==> src/rtl/gbuf_arbiter.sv <==
// gbuf_arbiter: shares one single-port global buffer (A, B or P) between the
// TPU core and the host/DMA loader.
// The TPU port has absolute priority and no added latency. The host uses a
// req/gnt handshake and is locked out from TPU start until the TPU's reads
// drain after completion.
// Read data is steered back to the issuing requester by a tag pipeline whose
// depth matches the buffer read latency.
// Optional build macro: GBUF_ARB_STATS_EN adds host_stall_cnt_o, a saturating
// count of host wait cycles.

`ifndef ADDR_WIDTH
`define ADDR_WIDTH 12
`endif
`ifndef WORD_WIDTH
`define WORD_WIDTH 32
`endif

module gbuf_arbiter #(
  parameter int ADDR_WIDTH = `ADDR_WIDTH,
  parameter int WORD_WIDTH = `WORD_WIDTH,
  parameter int RD_LAT     = 1
) (
  input  logic                  clk_i,
  input  logic                  rst_ni,
  input  logic                  tpu_start_i,
  input  logic                  tpu_valid_i,
  input  logic                  tpu_en_i,
  input  logic                  tpu_we_i,
  input  logic [ADDR_WIDTH-1:0] tpu_addr_i,
  input  logic [WORD_WIDTH-1:0] tpu_wdata_i,
  output logic [WORD_WIDTH-1:0] tpu_rdata_o,
  input  logic                  host_req_i,
  input  logic                  host_we_i,
  input  logic [ADDR_WIDTH-1:0] host_addr_i,
  input  logic [WORD_WIDTH-1:0] host_wdata_i,
  output logic                  host_gnt_o,
  output logic                  host_rvalid_o,
  output logic [WORD_WIDTH-1:0] host_rdata_o,
  output logic                  buf_en_o,
  output logic                  buf_we_o,
  output logic [ADDR_WIDTH-1:0] buf_addr_o,
  output logic [WORD_WIDTH-1:0] buf_wdata_o,
  input  logic [WORD_WIDTH-1:0] buf_rdata_i,
  output logic                  busy_o,
`ifdef GBUF_ARB_STATS_EN
  output logic [31:0]           host_stall_cnt_o,
`endif
  output logic                  conflict_o
);

  typedef enum logic [1:0] {
    IDLE  = 2'd0,
    RUN   = 2'd1,
    FLUSH = 2'd2
  } state_t;

  // The drain counter counts down from RD_LAT-1 to 0, so FLUSH lasts RD_LAT cycles.
  localparam logic [2:0] DRAIN_INIT = 3'(RD_LAT - 1);

  state_t            state_q, state_d;
  logic [2:0]        drain_q, drain_d;
  logic              busy_q, busy_d;
  logic              conflict_q, conflict_d;
  logic [RD_LAT-1:0] tag_valid_q, tag_valid_d;
  logic [RD_LAT-1:0] tag_host_q, tag_host_d;
  logic              host_gnt;
  logic              rd_issue;

  // Port mux: the TPU always wins, a granted host goes next, otherwise the buffer is idle.
  always_comb begin
    host_gnt    = host_req_i & ~tpu_en_i & (state_q == IDLE);
    buf_en_o    = 1'b0;
    buf_we_o    = 1'b0;
    buf_addr_o  = '0;
    buf_wdata_o = '0;
    if (tpu_en_i) begin
      buf_en_o    = 1'b1;
      buf_we_o    = tpu_we_i;
      buf_addr_o  = tpu_addr_i;
      buf_wdata_o = tpu_wdata_i;
    end else if (host_gnt) begin
      buf_en_o    = 1'b1;
      buf_we_o    = host_we_i;
      buf_addr_o  = host_addr_i;
      buf_wdata_o = host_wdata_i;
    end
    rd_issue = buf_en_o & ~buf_we_o;
  end

  // Lockout FSM: RUN blocks the host until TPU completion, and FLUSH drains the in-flight reads.
  always_comb begin
    state_d = state_q;
    drain_d = drain_q;
    case (state_q)
      IDLE: begin
        if (tpu_start_i) state_d = RUN;
      end
      RUN: begin
        if (tpu_valid_i) begin
          state_d = FLUSH;
          drain_d = DRAIN_INIT;
        end
      end
      FLUSH: begin
        if (drain_q == 3'd0) state_d = IDLE;
        else drain_d = drain_q - 3'd1;
      end
      default: state_d = IDLE;
    endcase
    busy_d     = (state_d != IDLE);
    conflict_d = conflict_q | (host_req_i & tpu_en_i & (state_q == IDLE));
  end

  // Tag pipeline: each issued read enters stage 0, tagged with its owner, and shifts toward the output.
  always_comb begin
    tag_valid_d    = '0;
    tag_host_d     = '0;
    tag_valid_d[0] = rd_issue;
    tag_host_d[0]  = rd_issue & ~tpu_en_i;
    for (int i = 1; i < RD_LAT; i++) begin
      tag_valid_d[i] = tag_valid_q[i-1];
      tag_host_d[i]  = tag_host_q[i-1];
    end
  end

  // State, status and tag registers; reset discards any read still in flight.
  always_ff @(posedge clk_i or negedge rst_ni) begin
    if (!rst_ni) begin
      state_q     <= IDLE;
      drain_q     <= 3'd0;
      busy_q      <= 1'b0;
      conflict_q  <= 1'b0;
      tag_valid_q <= '0;
      tag_host_q  <= '0;
    end else begin
      state_q     <= state_d;
      drain_q     <= drain_d;
      busy_q      <= busy_d;
      conflict_q  <= conflict_d;
      tag_valid_q <= tag_valid_d;
      tag_host_q  <= tag_host_d;
    end
  end

  assign host_gnt_o    = host_gnt;
  assign host_rvalid_o = tag_valid_q[RD_LAT-1] & tag_host_q[RD_LAT-1];
  assign host_rdata_o  = host_rvalid_o ? buf_rdata_i : '0;
  assign tpu_rdata_o   = buf_rdata_i;
  assign busy_o        = busy_q;
  assign conflict_o    = conflict_q;

`ifdef GBUF_ARB_STATS_EN
  logic [31:0] stall_cnt_q, stall_cnt_d;

  // Saturating count of the cycles in which the host waits with a request pending.
  always_comb begin
    stall_cnt_d = stall_cnt_q;
    if (host_req_i && !host_gnt && (stall_cnt_q != 32'hFFFF_FFFF))
      stall_cnt_d = stall_cnt_q + 32'd1;
  end

  // Stall counter register.
  always_ff @(posedge clk_i or negedge rst_ni) begin
    if (!rst_ni) stall_cnt_q <= 32'd0;
    else         stall_cnt_q <= stall_cnt_d;
  end

  assign host_stall_cnt_o = stall_cnt_q;
`endif

endmodule

==> config.mk <==
export PLATFORM = sky130hd
export DESIGN_NAME = gbuf_arbiter
export DESIGN_NICKNAME = d
export VERILOG_FILES = /design/src/rtl/gbuf_arbiter.sv
export SDC_FILE = /design/constraint.sdc
export NUM_CORES = 1
export LEC_CHECK = 0
export ABC_AREA = 1
export BUFFER_PORTS_ARGS = -buffer_cell sky130_fd_sc_hd__buf_4
export CAP_MARGIN = 20
export CORE_AREA = 2 2 94 96
export DETAILED_ROUTE_END_ITERATION = 6
export DIE_AREA = 0 0 96 98
export GPL_TIMING_DRIVEN = 0
export PLACE_DENSITY = 0.52
export REMOVE_ABC_BUFFERS = 1
export SETUP_SLACK_MARGIN = 0.5
export SLEW_MARGIN = 20
export SYNTH_ARGS = -nofsm -noshare
export SYNTH_HDL_FRONTEND = slang
export SYNTH_SLANG_ARGS = --single-unit
==> constraint.sdc <==
create_clock -name clk_i -period 1.9 [get_ports clk_i]
set_clock_uncertainty 0.15 [all_clocks]
set_input_delay 0.095 -clock clk_i [delete_from_list [all_inputs] [get_ports clk_i]]
set_output_delay 0.095 -clock clk_i [all_outputs]
set_load 0.1 [all_outputs]
==> results of run 1 <==
-- cell usage after synthesis --
master	n	area share [%]
nand2_1	144	36
inv_1	44	11
nor2_1	38	9.6
buf_4	33	17
dfrtp_1	9	15
buf_2	5	1.7
nand3_1	5	1.7
clkbuf_1	4	1.0
buf_6	3	2.3
ha_1	2	1.7
nand4_1	2	0.84
o21ai_0	2	0.67
a31o_2	1	0.59
inv_2	1	0.25
nor3_1	1	0.34
-- registers in the layout, indices dropped and copies added, names as in the netlist --
signal,count
tag_host_q,1
busy_o,1
tag_valid_q,1
drain_q,3
state_q,2
conflict_o,1
-- power by group through the flow --
stage                     clock [uW]  sequential [uW]  combinational, uW
after floorplan                    0              356               1350
after global placement             0              279               2300
after detailed placement           0              281               2330
after CTS                        230              278               3420
after global routing             241              285               3810
final                            225              281               3680
-- placed cells by master (no fill, tap or decap), types with 2 or more instances in the layout --
master,instances
buf_12,84
dfrtp_2,2
buf_6,10
clkbuf_8,3
nor2_4,36
inv_2,5
dlygate4sd3_1,5
nand2_1,61
inv_1,39
ha_1,2
buf_16,4
nand4_1,2
nand2_8,5
dfrtp_1,7
nor2_1,2
o21ai_1,2
nand2_4,54
nand2_2,28
nand3_1,3
buf_4,172
-- worst min-delay path by stage --
stage / start / end / slack [ns]
after detailed placement: rst_ni / conflict_o / -0.22
after CTS: tpu_we_i / tag_host_q / 0.01
after global placement: rst_ni / conflict_o / -0.23
final: tpu_we_i / tag_host_q / 0.01
after global routing: tpu_we_i / tag_host_q / 0.06
after floorplan: rst_ni / busy_o / -0.35
-- kinds of logic after synthesis --
logic type               after synthesis
AO/OA/AOI/OAI                          3
AND/OR/NAND/NOR                      190
buffers and inverters                 90
adder cells (fa/ha/maj)                2
flip-flops                             9
-- metal layers --
layer / global-route usage [%] / up-vias / wire, um
met2: 38.8 / 167 / 5760
li1: - / 1306 / -
met4: 6.37 / 0 / 269
met1: 22.4 / 1231 / 3680
met5: 0 / - / 0
met3: 5.94 / 17 / 1140
-- worst register-to-register path, delay by kind of cell, from the launching register on --
kind / cells / cell delay, ns
flops: 1 / 0.40
simple gates: 4 / 0.30
buf+inv: 5 / 0.57
-- per-stage QoR --
stage | instance area, sq um | power (uW) | util [%] | TNS, ns
after global placement | 3110 | 2580 | 36.7 | -82.49
after CTS | 5130 | 3920 | 60.6 | 0
final | 5490 | 4180 | 64.9 | 0
after global routing | 5490 | 4340 | 64.9 | 0
after floorplan | 1160 | 1710 | - | -125.06
after detailed placement | 3140 | 2610 | 37.1 | -2.42
-- final cells by class --
class | instances | area [sq um] | area share [%]
well taps | 108 | 135 | 2.46
multi-input cells | 200 | 1640 | 29.9
clock buffers | 4 | 45.0 | 0.820
repair buffers | 276 | 3270 | 59.6
inverters | 45 | 171 | 3.12
flip-flops and latches | 9 | 228 | 4.15
-- timing repair --
item                                    in CTS  in global routing
resized for setup                          402                 81
cloned                                       8                  1
endpoints found under the setup margin      85                 87
pin swaps                                    7                 36
endpoints found under the hold margin       13                  0
hold buffers                                 5                  0
buffers inserted                            22                  3
==> impl_metrics.py, run 1 <==
metrics = {
    "power_and_ir_drop": {
        "p_comb_share_pct": 87.9,
        "netSwitchingFraction_pct": 57.9,
        "p_leak_uw": 0.00283,
        "p_clk_share_pct": 5.4,
        "switchingPower_uw": 2420,
        "cellPowerDensity_nw_per_um2": 762,
        "p_int_uw": 1760,
        "ir_drop_uv": 477,
        "seq_power_share_pct": 6.7,
    },
    "synthesis": {
        "synth_area_sq_um": 1490,
        "synthMuxAreaShare_pct": 0,
        "synthCells": 294,
        "synth_seq_cells": 9,
        "synth_simple_gate_area_share_pct": 48.9,
        "seq_area_frac_synth_pct": 15.2,
        "yosys.area_share.xor_xnor_pct": 0,
        "yosys.area_share.adder_pct": 1.68,
        "synth_top_family_by_area": "simple AND/OR/NAND/NOR gates",
        "synth.avg_cell_area_sq_um": 5.05,
        "synth_compound_area_share_pct": 1.26,
        "yosys_warnings": 0,
        "ys_types": 15,
    },
    "timing": {
        "drv_slew": 0,
        "fmax_mhz": 559,
        "max_slew_margin_pct": 75.2,
        "finalCriticalPeriod_ns": 1.79,
        "setup_violations": 0,
        "tightestPinTransition_ns": 0.373,
        "rsz0062_at_grt": "true",
        "finalHoldViolations": 0,
        "fin_crit_sh_pct": 94.2,
        "setup_slack_ns": 0.110,
        "hold_ws_ns": 0.0105,
    },
    "run_status": {
        "status": "completed",
    },
    "worst_setup_path": {
        "r2r-start": "state_q[1]",
        "cp_common_cell": "buf_12",
        "required_ns": 1.65,
        "endpoint": "buf_addr_o[4]",
        "r2r_slack_ns": 0.37,
        "endpoint_kind": "output pin",
        "worst_ep_arrival_time_ns": 1.54,
        "crit_path_top_delay_cell": "dfrtp_1",
        "crit_fanout": 8,
        "slowest_delay_ns": 0.40,
        "cpLargestDelayFamily": "buffers and inverters",
        "reg2reg_to": "tag_valid_q",
        "worstRegToRegCells": 9,
        "cp-startpoint": "state_q[1]",
        "worstSetupPathType": "reg -> out",
        "critical_path_depth": 8,
        "worst-path-buf-inv": 4,
        "startpoint_type": "flip-flop",
        "worstPathCellList": "inv_2 -> nand2_4 -> buf_4 -> nor2_4 -> buf_12 -> nand2_1 -> nand2_2 -> buf_12",
    },
    "clock_tree": {
        "cts_sinks": 9,
        "clock_path_buffers": 2,
        "cts_buffers": 3,
        "cts_tree": "yes",
        "htree_levels": 1,
        "clkTransAtPathRegs_ns": 0.05,
        "insertion_delay_ns": 0.23,
        "cts-root-buf": "clkbuf_8",
    },
    "routing": {
        "drc": 0,
        "drt-initial-drc-count": 51,
        "drt-total-wl_mm": 10.9,
        "wl_per_cell_um": 16.9,
        "dr.pass1.iters": 4,
        "via_count": 2721,
        "avgViaCountPerCell": 4.24,
        "ant_nets": 0,
    },
    "die": {
        "ios": 242,
        "initial_utilization_pct": 17.5,
        "core_sq_um": 8470,
        "num_rows": 34,
        "die_width_um": 96,
        "die_h_um": 98,
        "fp.dieArea_sq_um": 9410,
    },
    "placement": {
        "port_buffers": 241,
        "dp_slack_ns": -0.139,
        "gp_congestion": 0.748,
        "placed_cells": 599,
        "dp_hpwl_mm": 6.18,
    },
    "layout": {
        "nets": 665,
        "antenna_cells": 0,
        "drive_gt1_share_pct": 76.8,
        "fillers": 624,
        "fin_cells": 642,
        "area_growth_pct": 270,
    },
    "grt": {
        "grt_overflow": 0,
        "grt_pass1_vias": 2851,
        "grt_pass1_wl_mm": 15.2,
        "grt_max_degree": 50,
        "antenna_found_initial": 0,
        "grt_usage_pct": 21.0,
    },
    "worst_hold_path": {
        "min_path_cells": 4,
        "min_path_type": "in -> reg",
    },
    "flow_run": {
        "drv_cap": 0,
    },
}
Power figures use the tool's default switching activity.
==> inputs of run 2 (changes only) <==
--- a/config.mk
+++ b/config.mk
@@ -9,6 +9,7 @@
 export BUFFER_PORTS_ARGS = -buffer_cell sky130_fd_sc_hd__buf_4
 export CAP_MARGIN = 20
 export CORE_AREA = 2 2 94 96
+export CTS_BUF_LIST = sky130_fd_sc_hd__clkbuf_16
 export DETAILED_ROUTE_END_ITERATION = 6
 export DIE_AREA = 0 0 96 98
 export GPL_TIMING_DRIVEN = 0
==> run 2 against run 1 <==
Net effect:
- first-iteration DRC count unchanged
- final cell count increased by 0.47%
- worst hold slack improved by 0.046 ns
- global-route usage decreased by 0.24 points
- sequential share of layout area increased by 0.060 points
- register-to-register slack got worse by 0.09 ns
- critical endpoint is now buf_addr_o[7]
- largest power group unchanged
==> impl_metrics.py, run 2 (synthesis results as in run 1) <==
metrics = {
    "die": {
        "die_h_um": 98,
        "ios": 242,
        "core_sq_um": 8470,
        "initial_utilization_pct": 17.5,
        "fp.dieArea_sq_um": 9410,
        "die_width_um": 96,
        "num_rows": 34,
    },
    "worst_setup_path": {
        "worstPathCellList": "inv_2 -> nand2_4 -> nor2_4 -> buf_6 -> clkbuf_16 -> nand2_1 -> nand2_2 -> buf_12",
        "crit_fanout": 6,
        "worst-path-buf-inv": 4,
        "critical_path_depth": 8,
        "required_ns": 1.65,
        "endpoint_kind": "output pin",
        "cp-startpoint": "state_q[1]",
        "cpLargestDelayFamily": "buffers and inverters",
        "reg2reg_to": "tag_valid_q",
        "r2r-start": "state_q[1]",
        "crit_path_top_delay_cell": "dfrtp_1",
        "startpoint_type": "flip-flop",
        "worstSetupPathType": "reg -> out",
        "worstRegToRegCells": 10,
        "endpoint": "buf_addr_o[7]",
        "worst_ep_arrival_time_ns": 1.61,
        "r2r_slack_ns": 0.28,
        "slowest_delay_ns": 0.39,
    },
    "flow_run": {
        "drv_cap": 0,
    },
    "routing": {
        "drt-total-wl_mm": 10.6,
        "avgViaCountPerCell": 4.21,
        "wl_per_cell_um": 16.4,
        "drc": 0,
        "ant_nets": 0,
        "dr.pass1.iters": 4,
        "drt-initial-drc-count": 51,
        "via_count": 2718,
    },
    "timing": {
        "hold_ws_ns": 0.0566,
        "fin_crit_sh_pct": 97.4,
        "finalCriticalPeriod_ns": 1.85,
        "max_slew_margin_pct": 75.0,
        "tns_ns": 0,
        "setup_violations": 0,
        "rsz0062_at_grt": "true",
        "tightestPinTransition_ns": 0.375,
        "drv_slew": 0,
        "finalHoldViolations": 0,
        "fmax_mhz": 540,
    },
    "clock_tree": {
        "cts_buffers": 3,
        "htree_levels": 1,
        "cts_sinks": 9,
        "insertion_delay_ns": 0.23,
        "clkTransAtPathRegs_ns": 0.04,
        "cts_tree": "yes",
        "cts-root-buf": "clkbuf_16",
        "clock_path_buffers": 2,
    },
    "power_and_ir_drop": {
        "p_leak_uw": 0.00276,
        "p_comb_share_pct": 85.1,
        "p_clk_share_pct": 8.4,
        "switchingPower_uw": 2410,
        "seq_power_share_pct": 6.5,
        "ir_drop_uv": 476,
        "cellPowerDensity_nw_per_um2": 803,
        "netSwitchingFraction_pct": 55.5,
        "p_int_uw": 1930,
    },
    "grt": {
        "grt_usage_pct": 20.7,
        "antenna_found_initial": 0,
        "grt_pass1_wl_mm": 15.1,
        "grt_pass1_vias": 2888,
        "grt_max_degree": 50,
        "grt_overflow": 0,
    },
    "layout": {
        "area_growth_pct": 264,
        "multi_input_area_sq_um": 1490,
        "nets": 668,
        "layout_common_cells": "171 x buf_4, 86 x buf_12, 79 x nand2_1",
        "antenna_cells": 0,
        "largest_reg_flops": 3,
        "top_register": "drain_q",
        "fillers": 611,
        "regArea_sq_um": 228,
        "final_common_cell": "buf_4",
        "drive_gt1_share_pct": 73.6,
        "top_regs": "drain_q (3), state_q (2)",
    },
    "run_status": {
        "status": "completed",
    },
    "worst_hold_path": {
        "min_path_cells": 4,
        "min_path_type": "in -> reg",
    },
    "placement": {
        "gp_congestion": 0.748,
        "port_buffers": 241,
        "dp_hpwl_mm": 6.18,
    },
}
[run 2: timing repair]
item / in CTS / in global routing
setup endpoints to repair: 85 / 88
setup buffers: 24 / 5
hold buffers: 5 / 0
gates resized for setup: 404 / 39
gates cloned: 6 / 2
pin swaps: 8 / 18
hold endpoints to repair: 14 / 0
[run 2: power groups by stage]
stage               sequential, uW  clock [uW]  combinational [uW]
CTS                            280         369                3450
floorplan                      356           0                1350
global placement               279           0                2300
global route                   287         376                3830
detailed placement             281           0                2330
finish                         283         365                3700
[run 2: per-layer routing]
metal | vias up | GRT usage [%] | routed length, um | share of wire, %
met1 | 1253 | 21.9 | 3650 | 34
li1 | 1303 | - | - | -
met5 | - | 0 | 0 | 0
met2 | 156 | 40.0 | 5690 | 54
met4 | 0 | 3.41 | 114 | 1.1
met3 | 6 | 6.02 | 1140 | 11
[run 2: worst reg2reg max path: stages (launching register included)]
cell     delay [ns]
dfrtp_1        0.39
buf_4          0.15
buf_6          0.10
buf_6          0.10
buf_6          0.12
nor2_4         0.09
nand3_2        0.10
nand2_4        0.09
buf_6          0.09
buf_4          0.09
nor2_1         0.03
[run 2: cell type report]
cell class	count	area share [%]
Clock buffer	3	1.39
Clock inverter	1	0.0694
Inverter	45	3.17
Multi-Input combinational cell	200	27.6
Sequential cell	9	4.21
Tap cell	108	2.50
Timing Repair Buffer	279	61.1
[run 2: worst min path at each step]
stage	to	start	slack [ns]
2_1_floorplan	busy_o	rst_ni	-0.35
4_1_cts	tag_host_q	tpu_we_i	0.01
6_report	tag_host_q	tpu_we_i	0.06
3_5_place_dp	conflict_o	rst_ni	-0.22
3_3_place_gp	conflict_o	rst_ni	-0.23
5_1_grt	conflict_o	rst_ni	0.09
[run 2: metrics by stage]
stage	cells	worst slack, ns	util (%)	area, sq um	power [uW]
finish	645	0.0488	63.9	5410	4350
global route	645	-0.00556	63.9	5410	4490
CTS	638	0.0894	61.0	5160	4100
detailed placement	599	-0.139	37.1	3140	2610
global placement	598	-1.97	36.7	3110	2580
floorplan	249	-2.32	-	1160	1710
==> inputs of run 3 (changes only) <==
--- a/config.mk
+++ b/config.mk
@@ -8,12 +8,12 @@
 export ABC_AREA = 1
 export BUFFER_PORTS_ARGS = -buffer_cell sky130_fd_sc_hd__buf_4
 export CAP_MARGIN = 20
-export CORE_AREA = 2 2 94 96
+export CORE_AREA = 2 2 93 95
 export CTS_BUF_LIST = sky130_fd_sc_hd__clkbuf_16
 export DETAILED_ROUTE_END_ITERATION = 6
-export DIE_AREA = 0 0 96 98
+export DIE_AREA = 0 0 95 97
 export GPL_TIMING_DRIVEN = 0
-export PLACE_DENSITY = 0.52
+export PLACE_DENSITY = 0.53
 export REMOVE_ABC_BUFFERS = 1
 export SETUP_SLACK_MARGIN = 0.5
 export SLEW_MARGIN = 20
==> constraint.sdc (replaced) <==
create_clock -name clk_i -period 2.3 [get_ports clk_i]
set_clock_uncertainty 0.15 [all_clocks]
set_input_delay 0.115 -clock clk_i [delete_from_list [all_inputs] [get_ports clk_i]]
set_output_delay 0.115 -clock clk_i [all_outputs]
set_load 0.1 [all_outputs]
==> run 3 against run 2 <==
Net effect:
- core utilization decreased by 14 points
- sequential power fell by 19%
- largest power group unchanged
- clock power decreased by 20%
- power is 31% lower
- register-to-register slack better by 0.50 ns
- routed wire length decreased by 20%
- die area down 2.1%
==> impl_metrics.py, run 3 (synthesis results as in run 1) <==
metrics = {
    "run_status": {
        "status": "completed",
    },
    "layout": {
        "top_regs": "drain_q (3), state_q (2)",
        "antenna_cells": 0,
        "layout_common_cells": "202 x buf_4, 91 x nand2_1, 50 x nand2_2",
        "drive_gt1_share_pct": 61.8,
        "top_register": "drain_q",
        "largest_reg_flops": 3,
        "final_util_pct": 50.1,
        "nets": 641,
        "fin_area_sq_um": 4080,
        "final_common_cell": "buf_4",
        "area_growth_pct": 175,
    },
    "grt": {
        "grt_usage_pct": 15.7,
        "grt_pass1_wl_mm": 11.4,
        "grt_overflow": 0,
        "grt_pass1_vias": 2385,
        "antenna_found_initial": 0,
        "grt_max_degree": 50,
    },
    "clock_tree": {
        "cts_buffers": 3,
        "insertion_delay_ns": 0.23,
        "cts_sinks": 9,
        "htree_levels": 1,
        "clkTransAtPathRegs_ns": 0.04,
        "clock_path_buffers": 2,
        "cts-root-buf": "clkbuf_16",
        "cts_tree": "yes",
    },
    "die": {
        "die_h_um": 97,
        "core_sq_um": 8130,
        "die_width_um": 95,
        "num_rows": 33,
        "ios": 242,
        "fp.dieArea_sq_um": 9220,
        "initial_utilization_pct": 18.3,
    },
    "routing": {
        "via_count": 2500,
        "dr.pass1.iters": 4,
        "ant_nets": 0,
        "avgViaCountPerCell": 4.07,
        "drt-total-wl_mm": 8.49,
        "drc": 0,
        "wl_per_cell_um": 13.8,
        "drt-initial-drc-count": 55,
    },
    "timing": {
        "fmax_mhz": 550,
        "max_slew_margin_pct": 63.4,
        "hold_ws_ns": 0.0108,
        "tns_ns": 0,
        "drv_slew": 0,
        "fin_crit_sh_pct": 79.0,
        "finalHoldViolations": 0,
        "finalCriticalPeriod_ns": 1.82,
        "setup_violations": 0,
        "tightestPinTransition_ns": 0.547,
        "rsz0062_at_grt": "true",
        "setup_slack_ns": 0.482,
    },
    "worst_setup_path": {
        "r2r_slack_ns": 0.78,
        "endpoint_kind": "output pin",
        "worstRegToRegCells": 7,
        "worstSetupPathType": "reg -> out",
        "required_ns": 2.04,
        "reg2reg_to": "drain_q[1]",
        "crit_path_top_delay_cell": "dfrtp_1",
        "worst_ep_arrival_time_ns": 1.55,
        "startpoint_type": "flip-flop",
        "crit_fanout": 5,
        "worstPathCellList": "inv_2 -> nand2_2 -> nor2_4 -> buf_6 -> clkbuf_16 -> nand2_1 -> nand2_2 -> buf_12",
        "slowest_delay_ns": 0.39,
        "r2r-start": "drain_q[0]",
        "cp_common_cell": "nand2_2",
    },
    "power_and_ir_drop": {
        "cellPowerDensity_nw_per_um2": 731,
        "p_leak_uw": 0.00238,
        "ir_drop_uv": 407,
    },
    "placement": {
        "dp_hpwl_mm": 6.17,
        "dpl_cell_area_sq_um": 3130,
        "gp_congestion": 0.740,
        "port_buffers": 241,
        "dp_slack_ns": 0.377,
    },
    "flow_run": {
        "drv_cap": 0,
    },
    "worst_hold_path": {
        "holdPathEnd": "conflict_o",
        "hp-start": "host_req_i",
        "min_path_cells": 2,
        "min_path_type": "in -> reg",
    },
}
## run 3: changes by cell type in the layout (fill, tap and decap cells not counted), moves of 4 or more
cell | previous run | this run
nand2_2 | 33 | 50
buf_4 | 171 | 202
nand3_2 | 4 | 0
buf_12 | 86 | 42
nor2_1 | 3 | 37
buf_6 | 13 | 6
nand2_4 | 31 | 3
nand3_1 | 0 | 5
nor2_4 | 36 | 1
nand2_1 | 79 | 91
nand2_8 | 5 | 0
## run 3: power breakdown
part | total (uW) | switching, uW | internal [uW]
combinational | 2460 | 1630 | 828
sequential | 229 | 25.9 | 203
clock | 293 | 67.2 | 226
total | 2980 | 1720 | 1260
## run 3: stage by stage
step | total power, uW | std cells
6_report | 2980 | 615
3_5_place_dp | 2150 | 596
4_1_cts | 2760 | 612
5_1_grt | 3100 | 615
3_3_place_gp | 2130 | 595
2_1_floorplan | 1410 | 249
## run 3: repair_timing
item                       4_1_cts  5_1_grt
hold buffers                     3        0
buffers inserted                 7        1
hold endpoints to repair        12        0
setup endpoints to repair       79       46
resized for setup               90      100
cloned                           2        2
pin swaps                        2        7
## run 3: worst max-delay path by stage
| stage | from | end | depth (start not counted) |
|---|---|---|---|
| 2_1_floorplan | state_q[1] | buf_addr_o[0] | 5 |
| 3_3_place_gp | tpu_en_i | buf_wdata_o[19] | 7 |
| 3_5_place_dp | tpu_en_i | buf_wdata_o[12] | 8 |
| 4_1_cts | state_q[1] | buf_addr_o[10] | 8 |
| 5_1_grt | state_q[1] | buf_wdata_o[1] | 8 |
| 6_report | state_q[1] | buf_wdata_o[1] | 8 |
## run 3: area by class of cell
class                   instances  area (sq um)
multi-input cells             195           925
fillers                       826          4060
clock buffers                   3          75.1
inverters                      45           169
repair buffers                257          2550
clock inverters                 1          3.75
well taps                     105           131
flip-flops and latches          9           225
## run 3: per-layer routing
| metal | up-vias | share of wire (%) | global-route usage, % |
|---|---|---|---|
| met4 | 0 | 1.4 | 2.01 |
| li1 | 1247 | - | - |
| met5 | - | 0 | 0 |
| met2 | 160 | 54 | 31.0 |
| met1 | 1083 | 34 | 16.3 |
| met3 | 10 | 11 | 4.28 |
## run 3: worst max-delay path, delay by kind of cell, from the launching register on
kind / cells / cell delay [ns]
buf+inv: 4 / 0.56
simple gates: 4 / 0.35
flops: 1 / 0.39
